`src/rtl/ahb_console_wbuf_pkg.sv`:
```
// Purpose : shared register map and field positions for the console write buffer.
// Latency : n/a (constants only).
// Backpressure: n/a.
package ahb_console_wbuf_pkg;

  // Word offsets decoded from HADDR[3:2]
  localparam logic [1:0] DATA_OFS   = 2'd0;
  localparam logic [1:0] STATUS_OFS = 2'd1;
  localparam logic [1:0] CTRL_OFS   = 2'd2;
  localparam logic [1:0] RSVD_OFS   = 2'd3;

  // STATUS register fields
  localparam int STAT_EMPTY_BIT = 0;
  localparam int STAT_FULL_BIT  = 1;
  localparam int STAT_BUSY_BIT  = 2;
  localparam int STAT_LEVEL_LSB = 8;
  localparam int STAT_LEVEL_W   = 8;

  // CTRL register fields
  localparam int CTRL_FLUSH_BIT = 0;

endpackage

```
`src/rtl/ahb_console_wbuf_fifo.sv`:
```
// Purpose : synchronous byte FIFO with flush; head is the oldest entry, read combinationally.
// Latency : push visible at head one edge later (no bypass); level updates on the edge.
// Backpressure: push ignored when full, pop ignored when empty; flush overrides both.
// Ports   : HCLK/HRESETn clock and async active-low reset; push/push_data write side;
//           pop/head read side; flush clears; level/full/empty occupancy status.
module byte_fifo #(
  parameter  int DEPTH = 16,
  localparam int AW    = $clog2(DEPTH),
  localparam int LW    = AW + 1
) (
  input  logic          HCLK,
  input  logic          HRESETn,
  input  logic          push,
  input  logic [7:0]    push_data,
  input  logic          pop,
  input  logic          flush,
  output logic [7:0]    head,
  output logic [LW-1:0] level,
  output logic          full,
  output logic          empty
);

  logic [7:0]    mem [DEPTH];
  logic [AW-1:0] wr_ptr;
  logic [AW-1:0] rd_ptr;
  logic          do_push;
  logic          do_pop;

  assign full    = (level == LW'(DEPTH));
  assign empty   = (level == '0);
  assign do_push = push & ~full & ~flush;
  assign do_pop  = pop & ~empty & ~flush;
  assign head    = mem[rd_ptr];

  // Pointers are AW bits wide so they wrap modulo DEPTH on their own.
  always_ff @(posedge HCLK or negedge HRESETn) begin
    if (!HRESETn) begin
      wr_ptr <= '0;
      rd_ptr <= '0;
      level  <= '0;
    end else if (flush) begin
      wr_ptr <= '0;
      rd_ptr <= '0;
      level  <= '0;
    end else begin
      if (do_push) wr_ptr <= wr_ptr + 1'b1;
      if (do_pop)  rd_ptr <= rd_ptr + 1'b1;
      case ({do_push, do_pop})
        2'b10:   level <= level + 1'b1;
        2'b01:   level <= level - 1'b1;
        default: level <= level;
      endcase
    end
  end

  // Storage carries no reset; occupancy alone decides what is valid.
  always_ff @(posedge HCLK) begin
    if (do_push) mem[wr_ptr] <= push_data;
  end

endmodule

```
`src/rtl/ahb_console_wbuf.sv`:
```
// Purpose : AHB-Lite slave that buffers character writes and drains them to the console
//           font strobe whenever the console is not scrolling; STATUS/CTRL for software.
// Latency : byte pushed at edge E0 strobes to the console in the cycle after E1 at the earliest.
// Backpressure: HREADYOUT drops only for a DATA write while the FIFO is full; console_busy pauses draining.
// Ports   : HCLK/HRESETn; AHB-Lite slave (HSEL..HWDATA in, HRDATA/HREADYOUT out);
//           console_busy in; console_we/console_wdata strobe out; fifo_level occupancy out.
module ahb_console_wbuf
  import ahb_console_wbuf_pkg::*;
#(
  parameter  int DEPTH = 16,
  localparam int LW    = $clog2(DEPTH) + 1
) (
  input  logic          HCLK,
  input  logic          HRESETn,
  input  logic          HSEL,
  input  logic [31:0]   HADDR,
  input  logic [1:0]    HTRANS,
  input  logic          HWRITE,
  input  logic          HREADY,
  input  logic [31:0]   HWDATA,
  output logic [31:0]   HRDATA,
  output logic          HREADYOUT,
  input  logic          console_busy,
  output logic          console_we,
  output logic [7:0]    console_wdata,
  output logic [LW-1:0] fifo_level
);

  // Pending (data-phase) transfer captured from the address phase
  logic       ap_sel;
  logic       ap_write;
  logic       ap_trans1;
  logic [1:0] ap_addr;

  logic       xfer_active;
  logic       data_wr;
  logic       fifo_push;
  logic       fifo_pop;
  logic       fifo_flush;
  logic       fifo_full;
  logic       fifo_empty;
  logic [7:0] fifo_head;
  logic [31:0] status_word;

  logic unused_bits;
  assign unused_bits = &{1'b0, HADDR[31:4], HADDR[1:0], HTRANS[0], HWDATA[31:8]};

  always_ff @(posedge HCLK or negedge HRESETn) begin
    if (!HRESETn) begin
      ap_sel    <= 1'b0;
      ap_write  <= 1'b0;
      ap_trans1 <= 1'b0;
      ap_addr   <= 2'd0;
    end else if (HREADY) begin
      ap_sel    <= HSEL;
      ap_write  <= HWRITE;
      ap_trans1 <= HTRANS[1];
      ap_addr   <= HADDR[3:2];
    end
  end

  assign xfer_active = ap_sel & ap_trans1;
  assign data_wr     = xfer_active & ap_write & (ap_addr == DATA_OFS);

  // Full is judged before the edge, so a same-edge pop cannot release the stall early.
  assign HREADYOUT   = ~(data_wr & fifo_full);
  assign fifo_push   = data_wr & ~fifo_full;
  assign fifo_flush  = xfer_active & ap_write & (ap_addr == CTRL_OFS) & HWDATA[CTRL_FLUSH_BIT];
  // Flush takes priority over a would-be pop on the same edge.
  assign fifo_pop    = ~fifo_empty & ~console_busy & ~fifo_flush;

  byte_fifo #(.DEPTH(DEPTH)) u_fifo (
    .HCLK      (HCLK),
    .HRESETn   (HRESETn),
    .push      (fifo_push),
    .push_data (HWDATA[7:0]),
    .pop       (fifo_pop),
    .flush     (fifo_flush),
    .head      (fifo_head),
    .level     (fifo_level),
    .full      (fifo_full),
    .empty     (fifo_empty)
  );

  always_ff @(posedge HCLK or negedge HRESETn) begin
    if (!HRESETn) begin
      console_we    <= 1'b0;
      console_wdata <= 8'h00;
    end else begin
      console_we    <= fifo_pop;
      console_wdata <= fifo_pop ? fifo_head : 8'h00;
    end
  end

  always_comb begin
    status_word                                      = '0;
    status_word[STAT_EMPTY_BIT]                      = fifo_empty;
    status_word[STAT_FULL_BIT]                       = fifo_full;
    status_word[STAT_BUSY_BIT]                       = console_busy;
    status_word[STAT_LEVEL_LSB +: STAT_LEVEL_W]      = STAT_LEVEL_W'(fifo_level);
  end

  // Only STATUS reads return data; DATA, CTRL and the reserved slot read as zero.
  always_comb begin
    HRDATA = 32'h0;
    if (xfer_active && !ap_write && (ap_addr == STATUS_OFS)) HRDATA = status_word;
  end

endmodule

```
`config.mk`:
```
export PLATFORM = sky130hd
export DESIGN_NAME = ahb_console_wbuf
export DESIGN_NICKNAME = d
export VERILOG_FILES = /design/src/rtl/ahb_console_wbuf_pkg.sv /design/src/rtl/ahb_console_wbuf_fifo.sv /design/src/rtl/ahb_console_wbuf.sv
export SDC_FILE = /design/constraint.sdc
export NUM_CORES = 1
export LEC_CHECK = 0
export ABC_AREA = 1
export BUFFER_PORTS_ARGS = -buffer_cell sky130_fd_sc_hd__clkbuf_2
export CELL_PAD_IN_SITES_DETAIL_PLACEMENT = 0
export CELL_PAD_IN_SITES_GLOBAL_PLACEMENT = 1
export CORE_MARGIN = 5
export CORE_UTILIZATION = 44
export DETAILED_ROUTE_END_ITERATION = 10
export MAX_ROUTING_LAYER = met4
export PLACE_DENSITY_LB_ADDON = 0.1
export SETUP_SLACK_MARGIN = 0.2
export SLEW_MARGIN = 5
export SYNTH_ARGS = -nofsm -noshare
export SYNTH_HDL_FRONTEND = slang
export SYNTH_SLANG_ARGS = --single-unit
```
`constraint.sdc`:
```
create_clock -name HCLK -period 1.9 [get_ports HCLK]
set_input_delay 0.38 -clock HCLK [delete_from_list [all_inputs] [get_ports HCLK]]
set_output_delay 0.38 -clock HCLK [all_outputs]
set_load 0.005 [all_outputs]
```
==> metrics.txt, run 1 <==
# TYPE chip_impl_metric gauge
chip_impl_metric{name="numClockSinks",unit=""} 155
chip_impl_metric{name="placement_rows",unit=""} 45
chip_impl_info{name="worst_setup_path_type",value="register to output pin"} 1
chip_impl_info{name="start_kind",value="register"} 1
chip_impl_info{name="hold_start",value="HWRITE"} 1
chip_impl_metric{name="fp.dieH",unit="µm"} 133
chip_impl_metric{name="cts.clk_slew.worst_paths",unit="ns"} 0.06
chip_impl_metric{name="dp_hpwl",unit="µm"} 10500
chip_impl_metric{name="leftover_overflow_at_the_end_of_global_routing",unit=""} 0
chip_impl_metric{name="final_net_count",unit=""} 757
chip_impl_metric{name="fin_setup_tns",unit="ns"} 0
chip_impl_metric{name="worstRegToRegCells",unit=""} 9
chip_impl_metric{name="final_util",unit="%"} 57.8
chip_impl_metric{name="floorplan.core_area",unit="µm²"} 15000
chip_impl_metric{name="gr-usage-all-layers",unit="%"} 19.7
chip_impl_metric{name="skew",unit="ns"} 0.00700
chip_impl_metric{name="fin_worst_hold_slack",unit="ns"} 0.175
chip_impl_metric{name="stdcell_count",unit=""} 879
chip_impl_metric{name="postRouteWirelength",unit="µm"} 16800
chip_impl_metric{name="synth.cell_area",unit="µm²"} 6650
chip_impl_metric{name="cts-buffers-inserted",unit=""} 17
chip_impl_metric{name="ctsHtreeMaxLevel",unit=""} 4
chip_impl_metric{name="gate_count_after_technology_mapping",unit=""} 566
chip_impl_metric{name="cellPowerDensity",unit="nW/µm²"} 1440
chip_impl_metric{name="ant_nets",unit=""} 0
chip_impl_metric{name="setup-violations-final",unit=""} 0
chip_impl_metric{name="fp.dieW",unit="µm"} 133
chip_impl_metric{name="count_of_different_cell_masters_after_synthesis",unit=""} 33
chip_impl_metric{name="tightestPinTransition",unit="ns"} 0.642
chip_impl_info{name="timing.rr.start",value="ap_addr[1]"} 1
chip_impl_metric{name="antenna_cells",unit=""} 0
chip_impl_metric{name="max-clock-path-buffers",unit=""} 2
chip_impl_metric{name="post-route-period-util",unit="%"} 99.2
chip_impl_metric{name="boundaryPins",unit=""} 119
chip_impl_metric{name="first_global_vias",unit=""} 4490
chip_impl_metric{name="crit_arrival",unit="ns"} 1.51
chip_impl_metric{name="first_pass_grt_wire_length",unit="µm"} 25400
chip_impl_metric{name="final_hold_viol_count",unit=""} 0
chip_impl_metric{name="cp_max_fo",unit=""} 3
chip_impl_metric{name="timing.max_cap.violations",unit=""} 0
chip_impl_info{name="rsz_0062_raised_after_global_routing",value="yes"} 1
chip_impl_metric{name="vias",unit=""} 4596
chip_impl_metric{name="power.leakage",unit="nW"} 3.40
chip_impl_metric{name="final_layout_size_suffix_gt1_share",unit="%"} 32.0
chip_impl_info{name="tritoncts_clock_tree",value="done"} 1
chip_impl_metric{name="viasPerCell",unit=""} 5.23
chip_impl_metric{name="initial_antenna_violation_count",unit=""} 0
chip_impl_info{name="worstReg2RegEnd",value="u_fifo.mem[2][4]"} 1
chip_impl_metric{name="maximum_achievable_frequency",unit="GHz"} 0.530
chip_impl_metric{name="detail_route.iter0.violations",unit=""} 402
chip_impl_metric{name="timing.slew.headroom",unit="%"} 57.2
chip_impl_metric{name="layout_min_cycle_time",unit="ns"} 1.89
chip_impl_metric{name="finalWorstSetupSlack",unit="ns"} 0.0150
chip_impl_metric{name="grt_start_max_net_pins",unit=""} 31
chip_impl_info{name="status",value="finished clean"} 1
chip_impl_info{name="crit_path_end_kind",value="output pin"} 1
chip_impl_metric{name="initial_core_util",unit="%"} 44.3
chip_impl_metric{name="area.growth.synth_to_final",unit="%"} 30.7
chip_impl_metric{name="route.detailed.drc",unit=""} 0
chip_impl_metric{name="placed_cells_incl_taps",unit=""} 822
chip_impl_metric{name="final-max-slew-violation-count",unit=""} 0
chip_impl_info{name="destination_of_the_worst_hold_path",value="ap_write"} 1
chip_impl_metric{name="yosysSeqAreaShare",unit="%"} 67.9
chip_impl_metric{name="ir_worst_vdd",unit="V"} 0.000676
chip_impl_metric{name="rrSetupSlack",unit="ns"} 0.01
chip_impl_metric{name="first_pass_iters",unit=""} 5
chip_impl_metric{name="place_ws",unit="ns"} -0.0458
chip_impl_metric{name="clk_latency",unit="ns"} 0.42
chip_impl_metric{name="buffer_ports.inserted",unit=""} 39
chip_impl_metric{name="synth_area_per_cell",unit="µm²"} 11.8
chip_impl_metric{name="ys_seq_elements",unit=""} 155
chip_impl_metric{name="critical_path_required",unit="ns"} 1.52
chip_impl_metric{name="yosys_warnings",unit=""} 0
chip_impl_metric{name="die-area",unit="µm²"} 17700
chip_impl_info{name="clk_root_buffer_cell",value="sky130_fd_sc_hd__clkbuf_16"} 1
chip_impl_info{name="class_of_the_worst_hold_path",value="input port to register"} 1
chip_impl_metric{name="wire_per_inst",unit="µm"} 19.1
chip_impl_metric{name="holdPathStages",unit=""} 3
chip_impl_metric{name="place_congestion",unit=""} 0.824
==> flip-flops by register name, summed over array words and instances (netlist names) <==
signal	flops
u_fifo.mem	128
console_wdata	8
u_fifo.level	5
u_fifo.rd_ptr	4
u_fifo.wr_ptr	4
ap_addr	2
ap_sel	1
ap_trans1	1
ap_write	1
console_we	1
==> power by group <==
group	switching [mW]	internal [mW]
clock network	1.36	2.34
registers	0.201	3.92
logic	2.74	2.00
==> synthesized netlist by cell type <==
master / number / area [µm²]
sky130_fd_sc_hd__edfxtp_1: 128 / 3840
sky130_fd_sc_hd__nand2_1: 119 / 447
sky130_fd_sc_hd__a21oi_1: 61 / 305
sky130_fd_sc_hd__nor2_1: 33 / 124
sky130_fd_sc_hd__dfrtp_1: 27 / 676
sky130_fd_sc_hd__buf_4: 25 / 188
sky130_fd_sc_hd__inv_1: 22 / 82.6
sky130_fd_sc_hd__nand3_1: 19 / 95.1
sky130_fd_sc_hd__o21ai_0: 13 / 65.1
sky130_fd_sc_hd__a221oi_1: 12 / 105
sky130_fd_sc_hd__a22oi_1: 12 / 90.1
sky130_fd_sc_hd__buf_2: 12 / 60.1
sky130_fd_sc_hd__clkbuf_1: 11 / 41.3
sky130_fd_sc_hd__inv_2: 10 / 37.5
sky130_fd_sc_hd__a32o_1: 8 / 80.1
sky130_fd_sc_hd__o211ai_1: 8 / 60.1
sky130_fd_sc_hd__ha_1: 7 / 87.6
sky130_fd_sc_hd__nand2_2: 7 / 43.8
sky130_fd_sc_hd__nor3_1: 6 / 30.0
sky130_fd_sc_hd__nand4_1: 5 / 31.3
sky130_fd_sc_hd__nor2_2: 3 / 18.8
sky130_fd_sc_hd__nor2_4: 3 / 33.8
sky130_fd_sc_hd__buf_1: 2 / 7.51
sky130_fd_sc_hd__nand2_4: 2 / 22.5
sky130_fd_sc_hd__nand3_2: 2 / 20.0
sky130_fd_sc_hd__o21ai_1: 2 / 10.0
sky130_fd_sc_hd__and3_1: 1 / 6.26
sky130_fd_sc_hd__buf_6: 1 / 11.3
sky130_fd_sc_hd__clkinv_1: 1 / 3.75
sky130_fd_sc_hd__conb_1: 1 / 3.75
sky130_fd_sc_hd__o22ai_1: 1 / 6.26
sky130_fd_sc_hd__xnor2_1: 1 / 8.76
sky130_fd_sc_hd__xor2_1: 1 / 8.76
==> how the worst max path moves through the flow <==
stage	from	endpoint	slack (ns)
floorplan	ap_addr[1]	u_fifo.mem[0][0]	0.13
global placement	ap_addr[1]	u_fifo.mem[13][0]	-0.04
detailed placement	ap_addr[1]	u_fifo.mem[12][0]	-0.05
CTS	ap_trans1	HRDATA[1]	-0.01
global route	u_fifo.level[3]	u_fifo.level[4]	-0.08
finish	u_fifo.level[3]	HRDATA[1]	0.01
==> through the flow <==
stage / total power [mW] / instance area (µm²)
global placement: 8.01 / 7390
floorplan: 6.52 / 6760
CTS: 12.1 / 8370
global route: 13.3 / 8700
finish: 12.6 / 8700
detailed placement: 8.07 / 7390
==> per-layer routing <==
| layer | routed length, µm | global-route usage [%] | share of wire [%] | vias up |
|---|---|---|---|---|
| li1 | - | - | - | 2193 |
| met1 | 7500 | 26.9 | 45 | 2256 |
| met2 | 8130 | 30.4 | 48 | 130 |
| met3 | 990 | 3.46 | 5.9 | 17 |
| met4 | 198 | 5.89 | 1.2 | 0 |
| met5 | 0 | - | 0 | - |
==> worst max-delay path, cell delays in order, from the launching register on <==
cell	delay, ns
sky130_fd_sc_hd__dfrtp_1	0.41
sky130_fd_sc_hd__nor2_4	0.22
sky130_fd_sc_hd__buf_6	0.13
sky130_fd_sc_hd__buf_6	0.08
sky130_fd_sc_hd__and3_1	0.14
sky130_fd_sc_hd__buf_2	0.11
==> logic make-up (layout without fill, tap and decap cells) <==
group / after synthesis / in the layout / share of synthesized area, %
DFF: 155 / 155 / 67.9
buffers and inverters: 84 / 186 / 6.49
and+or+nand+nor: 200 / 200 / 13.1
xor gates and xnor gates: 2 / 2 / 0.263
other: 1 / 24 / 0.0564
AOI/OAI and AO/OA: 117 / 117 / 10.9
adders and majority gates: 7 / 7 / 1.32
==> repair_timing <==
| item | 4_1_cts | 5_1_grt |
|---|---|---|
| setup buffers | 12 | 9 |
| gates resized for setup | 53 | 56 |
| endpoints found under the setup margin | 146 | 151 |
| cloned | 1 | 2 |
| pin swaps | 13 | 27 |
| endpoints found under the hold margin | 16 | 0 |
| hold buffers | 1 | 0 |
==> final cells by class <==
cell class	instances	area, µm²
clock buffers	19	433
clock inverters	13	213
fillers	1249	6340
inverters	33	134
multi-input cells	350	2040
flip-flops and latches	155	4520
well taps	188	235
repair buffers	121	1110
==> layout by cell type, fill, tap and decap left out, types with 3 or more instances in the layout <==
| cell | Yosys | layout |
|---|---|---|
| sky130_fd_sc_hd__inv_2 | 10 | 11 |
| sky130_fd_sc_hd__dfrtp_2 | 0 | 3 |
| sky130_fd_sc_hd__nor2_4 | 3 | 14 |
| sky130_fd_sc_hd__nand2_2 | 7 | 4 |
| sky130_fd_sc_hd__o21ai_0 | 13 | 11 |
| sky130_fd_sc_hd__nand4_1 | 5 | 5 |
| sky130_fd_sc_hd__inv_1 | 22 | 18 |
| sky130_fd_sc_hd__nand2_4 | 2 | 8 |
| sky130_fd_sc_hd__nor2_1 | 33 | 13 |
| sky130_fd_sc_hd__nand3_4 | 0 | 3 |
| sky130_fd_sc_hd__o21ai_1 | 2 | 4 |
| sky130_fd_sc_hd__a22oi_1 | 12 | 10 |
| sky130_fd_sc_hd__o211ai_1 | 8 | 8 |
| sky130_fd_sc_hd__clkbuf_2 | 0 | 37 |
| sky130_fd_sc_hd__edfxtp_1 | 128 | 128 |
| sky130_fd_sc_hd__bufinv_16 | 0 | 5 |
| sky130_fd_sc_hd__nand3_2 | 2 | 4 |
| sky130_fd_sc_hd__buf_8 | 0 | 3 |
| sky130_fd_sc_hd__nor2_2 | 3 | 12 |
| sky130_fd_sc_hd__conb_1 | 1 | 24 |
| sky130_fd_sc_hd__nand3_1 | 19 | 14 |
| sky130_fd_sc_hd__a32o_1 | 8 | 7 |
| sky130_fd_sc_hd__a221oi_1 | 12 | 10 |
| sky130_fd_sc_hd__a21oi_1 | 61 | 60 |
| sky130_fd_sc_hd__clkbuf_16 | 0 | 19 |
| sky130_fd_sc_hd__ha_1 | 7 | 5 |
| sky130_fd_sc_hd__dfrtp_1 | 27 | 24 |
| sky130_fd_sc_hd__buf_12 | 0 | 6 |
| sky130_fd_sc_hd__buf_6 | 1 | 32 |
| sky130_fd_sc_hd__nand2_1 | 119 | 116 |
| sky130_fd_sc_hd__inv_6 | 0 | 4 |
| sky130_fd_sc_hd__nor3_1 | 6 | 5 |
| sky130_fd_sc_hd__buf_4 | 25 | 37 |
Note: power is estimated with default switching activity, not from simulation.
==> run 2, diff against run 1 <==
RECOVER_POWER = 50   (was unset)
SLEW_MARGIN = unset   (was 5)
==> run 2 against run 1 <==
Register-to-register slack improved by 0.03 ns. Combinational power hardly changed. Largest power group unchanged. Hold slack is essentially flat. Global-route usage unchanged. First-iteration DRC count decreased by 2.7%. Die area unchanged. Maximum frequency about the same. Wire length grew 0.23%. Sequential power hardly changed. Sequential share of layout area up 0.082 points. Utilization down 0.092 points. Clock skew fell by 0.00056 ns.
==> metrics.txt, run 2 (synthesis results as in run 1) <==
# TYPE chip_impl_metric gauge
chip_impl_metric{name="numClockSinks",unit=""} 155
chip_impl_metric{name="boundaryPins",unit=""} 119
chip_impl_metric{name="fin_worst_hold_slack",unit="ns"} 0.175
chip_impl_metric{name="postRouteWirelength",unit="µm"} 16900
chip_impl_metric{name="worst_path_largest_cell_delay",unit="ns"} 0.41
chip_impl_metric{name="ir_worst_vdd",unit="V"} 0.000678
chip_impl_metric{name="post-route-period-util",unit="%"} 99.1
chip_impl_metric{name="stdcell_count",unit=""} 879
chip_impl_metric{name="route.detailed.drc",unit=""} 0
chip_impl_metric{name="worstPathBufferInverterCount",unit=""} 3
chip_impl_info{name="worst_setup_path_type",value="register to output pin"} 1
chip_impl_metric{name="vias",unit=""} 4616
chip_impl_info{name="critPathSlowestCell",value="sky130_fd_sc_hd__dfrtp_1"} 1
chip_impl_info{name="clk_root_buffer_cell",value="sky130_fd_sc_hd__clkbuf_16"} 1
chip_impl_metric{name="internal_power",unit="mW"} 8.26
chip_impl_info{name="crit_path_frequent_cell",value="sky130_fd_sc_hd__buf_6"} 1
chip_impl_metric{name="detail_route.iter0.violations",unit=""} 391
chip_impl_metric{name="final_layout_size_suffix_gt1_share",unit="%"} 30.7
chip_impl_info{name="most-common-layout-cells",value="128 x sky130_fd_sc_hd__edfxtp_1, 116 x sky130_fd_sc_hd__nand2_1, 60 x sky130_fd_sc_hd__a21oi_1"} 1
chip_impl_metric{name="p_clk_share",unit="%"} 29.5
chip_impl_metric{name="final_net_count",unit=""} 757
chip_impl_metric{name="leftover_overflow_at_the_end_of_global_routing",unit=""} 0
chip_impl_metric{name="critical_path_required",unit="ns"} 1.52
chip_impl_info{name="layout_top_registers",value="u_fifo.mem x128, console_wdata x8, u_fifo.level x5"} 1
chip_impl_info{name="rsz_0062_raised_after_global_routing",value="yes"} 1
chip_impl_metric{name="buffer_ports.inserted",unit=""} 39
chip_impl_metric{name="fp.dieW",unit="µm"} 133
chip_impl_metric{name="first_global_vias",unit=""} 4490
chip_impl_metric{name="ctsHtreeMaxLevel",unit=""} 4
chip_impl_info{name="layout.cells.most_common",value="sky130_fd_sc_hd__edfxtp_1"} 1
chip_impl_metric{name="first_pass_iters",unit=""} 5
chip_impl_metric{name="timing.slew.headroom",unit="%"} 51.2
chip_impl_metric{name="final-max-slew-violation-count",unit=""} 0
chip_impl_metric{name="dp_hpwl",unit="µm"} 10500
chip_impl_info{name="crit_chain",value="nor2_4, buf_6, buf_6, and3_1, buf_2"} 1
chip_impl_metric{name="largest_register_ffs",unit=""} 128
chip_impl_metric{name="timing.critical_path.depth",unit=""} 5
chip_impl_metric{name="power.net_switching",unit="mW"} 4.31
chip_impl_metric{name="worstRegToRegCells",unit=""} 9
chip_impl_metric{name="setup-violations-final",unit=""} 0
chip_impl_info{name="top_register",value="u_fifo.mem"} 1
chip_impl_metric{name="power.leakage",unit="nW"} 3.37
chip_impl_metric{name="power_frac_comb",unit="%"} 37.7
chip_impl_metric{name="place_congestion",unit=""} 0.824
chip_impl_info{name="start_kind",value="register"} 1
chip_impl_metric{name="seqPwrFrac",unit="%"} 32.8
chip_impl_info{name="status",value="finished clean"} 1
chip_impl_metric{name="holdPathStages",unit=""} 3
chip_impl_metric{name="placement_rows",unit=""} 45
chip_impl_metric{name="final_hold_viol_count",unit=""} 0
chip_impl_metric{name="layout_min_cycle_time",unit="ns"} 1.88
chip_impl_metric{name="die-area",unit="µm²"} 17700
chip_impl_metric{name="wire_per_inst",unit="µm"} 19.2
chip_impl_info{name="crit_path_end_kind",value="output pin"} 1
chip_impl_metric{name="tightestPinTransition",unit="ns"} 0.733
chip_impl_info{name="class_of_the_worst_hold_path",value="input port to register"} 1
chip_impl_metric{name="post-layout-total-power",unit="mW"} 12.6
chip_impl_metric{name="initial_antenna_violation_count",unit=""} 0
chip_impl_metric{name="placed_cells_incl_taps",unit=""} 822
chip_impl_info{name="cp_delay_by_family_top",value="flip-flops"} 1
chip_impl_metric{name="first_pass_grt_wire_length",unit="µm"} 25400
chip_impl_metric{name="clk_latency",unit="ns"} 0.42
chip_impl_metric{name="area.growth.synth_to_final",unit="%"} 30.5
chip_impl_info{name="tritoncts_clock_tree",value="done"} 1
chip_impl_metric{name="timing.max_cap.violations",unit=""} 0
chip_impl_metric{name="skew",unit="ns"} 0.00643
chip_impl_metric{name="fp.dieH",unit="µm"} 133
chip_impl_metric{name="antenna_cells",unit=""} 0
chip_impl_metric{name="cts-buffers-inserted",unit=""} 17
chip_impl_metric{name="switching_share",unit="%"} 34.3
chip_impl_metric{name="ant_nets",unit=""} 0
chip_impl_metric{name="grt_start_max_net_pins",unit=""} 31
chip_impl_metric{name="cp_max_fo",unit=""} 3
chip_impl_metric{name="cts.clk_slew.worst_paths",unit="ns"} 0.06
chip_impl_metric{name="cellPowerDensity",unit="nW/µm²"} 1450
chip_impl_metric{name="viasPerCell",unit=""} 5.25
chip_impl_metric{name="initial_core_util",unit="%"} 44.3
chip_impl_metric{name="maximum_achievable_frequency",unit="GHz"} 0.531
chip_impl_metric{name="floorplan.core_area",unit="µm²"} 15000
chip_impl_metric{name="gr-usage-all-layers",unit="%"} 19.7
chip_impl_metric{name="max-clock-path-buffers",unit=""} 2
chip_impl_metric{name="crit_arrival",unit="ns"} 1.50
[run 2: power groups by stage]
stage	clock network (mW)	registers (mW)	logic (mW)
4_1_cts	3.76	4.10	4.20
3_5_place_dp	0	4.18	3.89
2_1_floorplan	0	4.17	2.35
3_3_place_gp	0	4.18	3.84
5_1_grt	3.90	4.15	5.21
6_report	3.70	4.12	4.74
[run 2: final timing paths]
kind,startpoint,endpoint,slack [ns]
max in group asynchronous,HRESETn,ap_write,0.82
setup / recovery,u_fifo.level[3],HRDATA[1],0.02
setup reg to reg,ap_addr[1],u_fifo.mem[2][4],0.04
hold / removal,HWRITE,ap_write,0.17
hold reg to reg,ap_sel,ap_sel,0.57
min in group asynchronous,HRESETn,u_fifo.level[3],0.53
[run 2: what timing repair did]
action	CTS	global route
setup endpoints to repair	146	151
endpoints found under the hold margin	16	0
buffers inserted	12	9
gates cloned	1	2
gates resized for setup	53	56
hold buffers	1	0
pin swaps	13	27
[run 2: final cells by class]
cell class | instances | area (µm²)
tap | 188 | 235
clock buffer | 19 | 433
fill | 1253 | 6350
clock inverter | 13 | 213
sequential | 155 | 4520
multi-input combinational | 350 | 2040
timing repair buffer | 121 | 1100
inverter | 33 | 134
[run 2: worst min-delay path, stage by stage]
cell                       delay, ns
sky130_fd_sc_hd__clkbuf_2       0.07
sky130_fd_sc_hd__nand2_1        0.04
sky130_fd_sc_hd__o21ai_0        0.06
[run 2: layer usage]
layer | vias to the layer above | GRT usage (%) | part of all wire, %
met5 | - | - | 0
met4 | 0 | 5.89 | 1.1
met3 | 16 | 3.46 | 5.0
met2 | 129 | 30.4 | 48
met1 | 2282 | 26.9 | 45
li1 | 2189 | - | -
[run 2: through the flow]
step | setup slack [ns] | util, % | area [µm²] | TNS, ns
floorplan | 0.135 | - | 6760 | 0
global placement | -0.0355 | 49.1 | 7390 | -0.454
detailed placement | -0.0458 | 49.1 | 7390 | -0.472
CTS | -0.0127 | 55.7 | 8370 | -0.0127
global route | -0.0775 | 57.8 | 8680 | -2.35
finish | 0.0167 | 57.8 | 8680 | 0
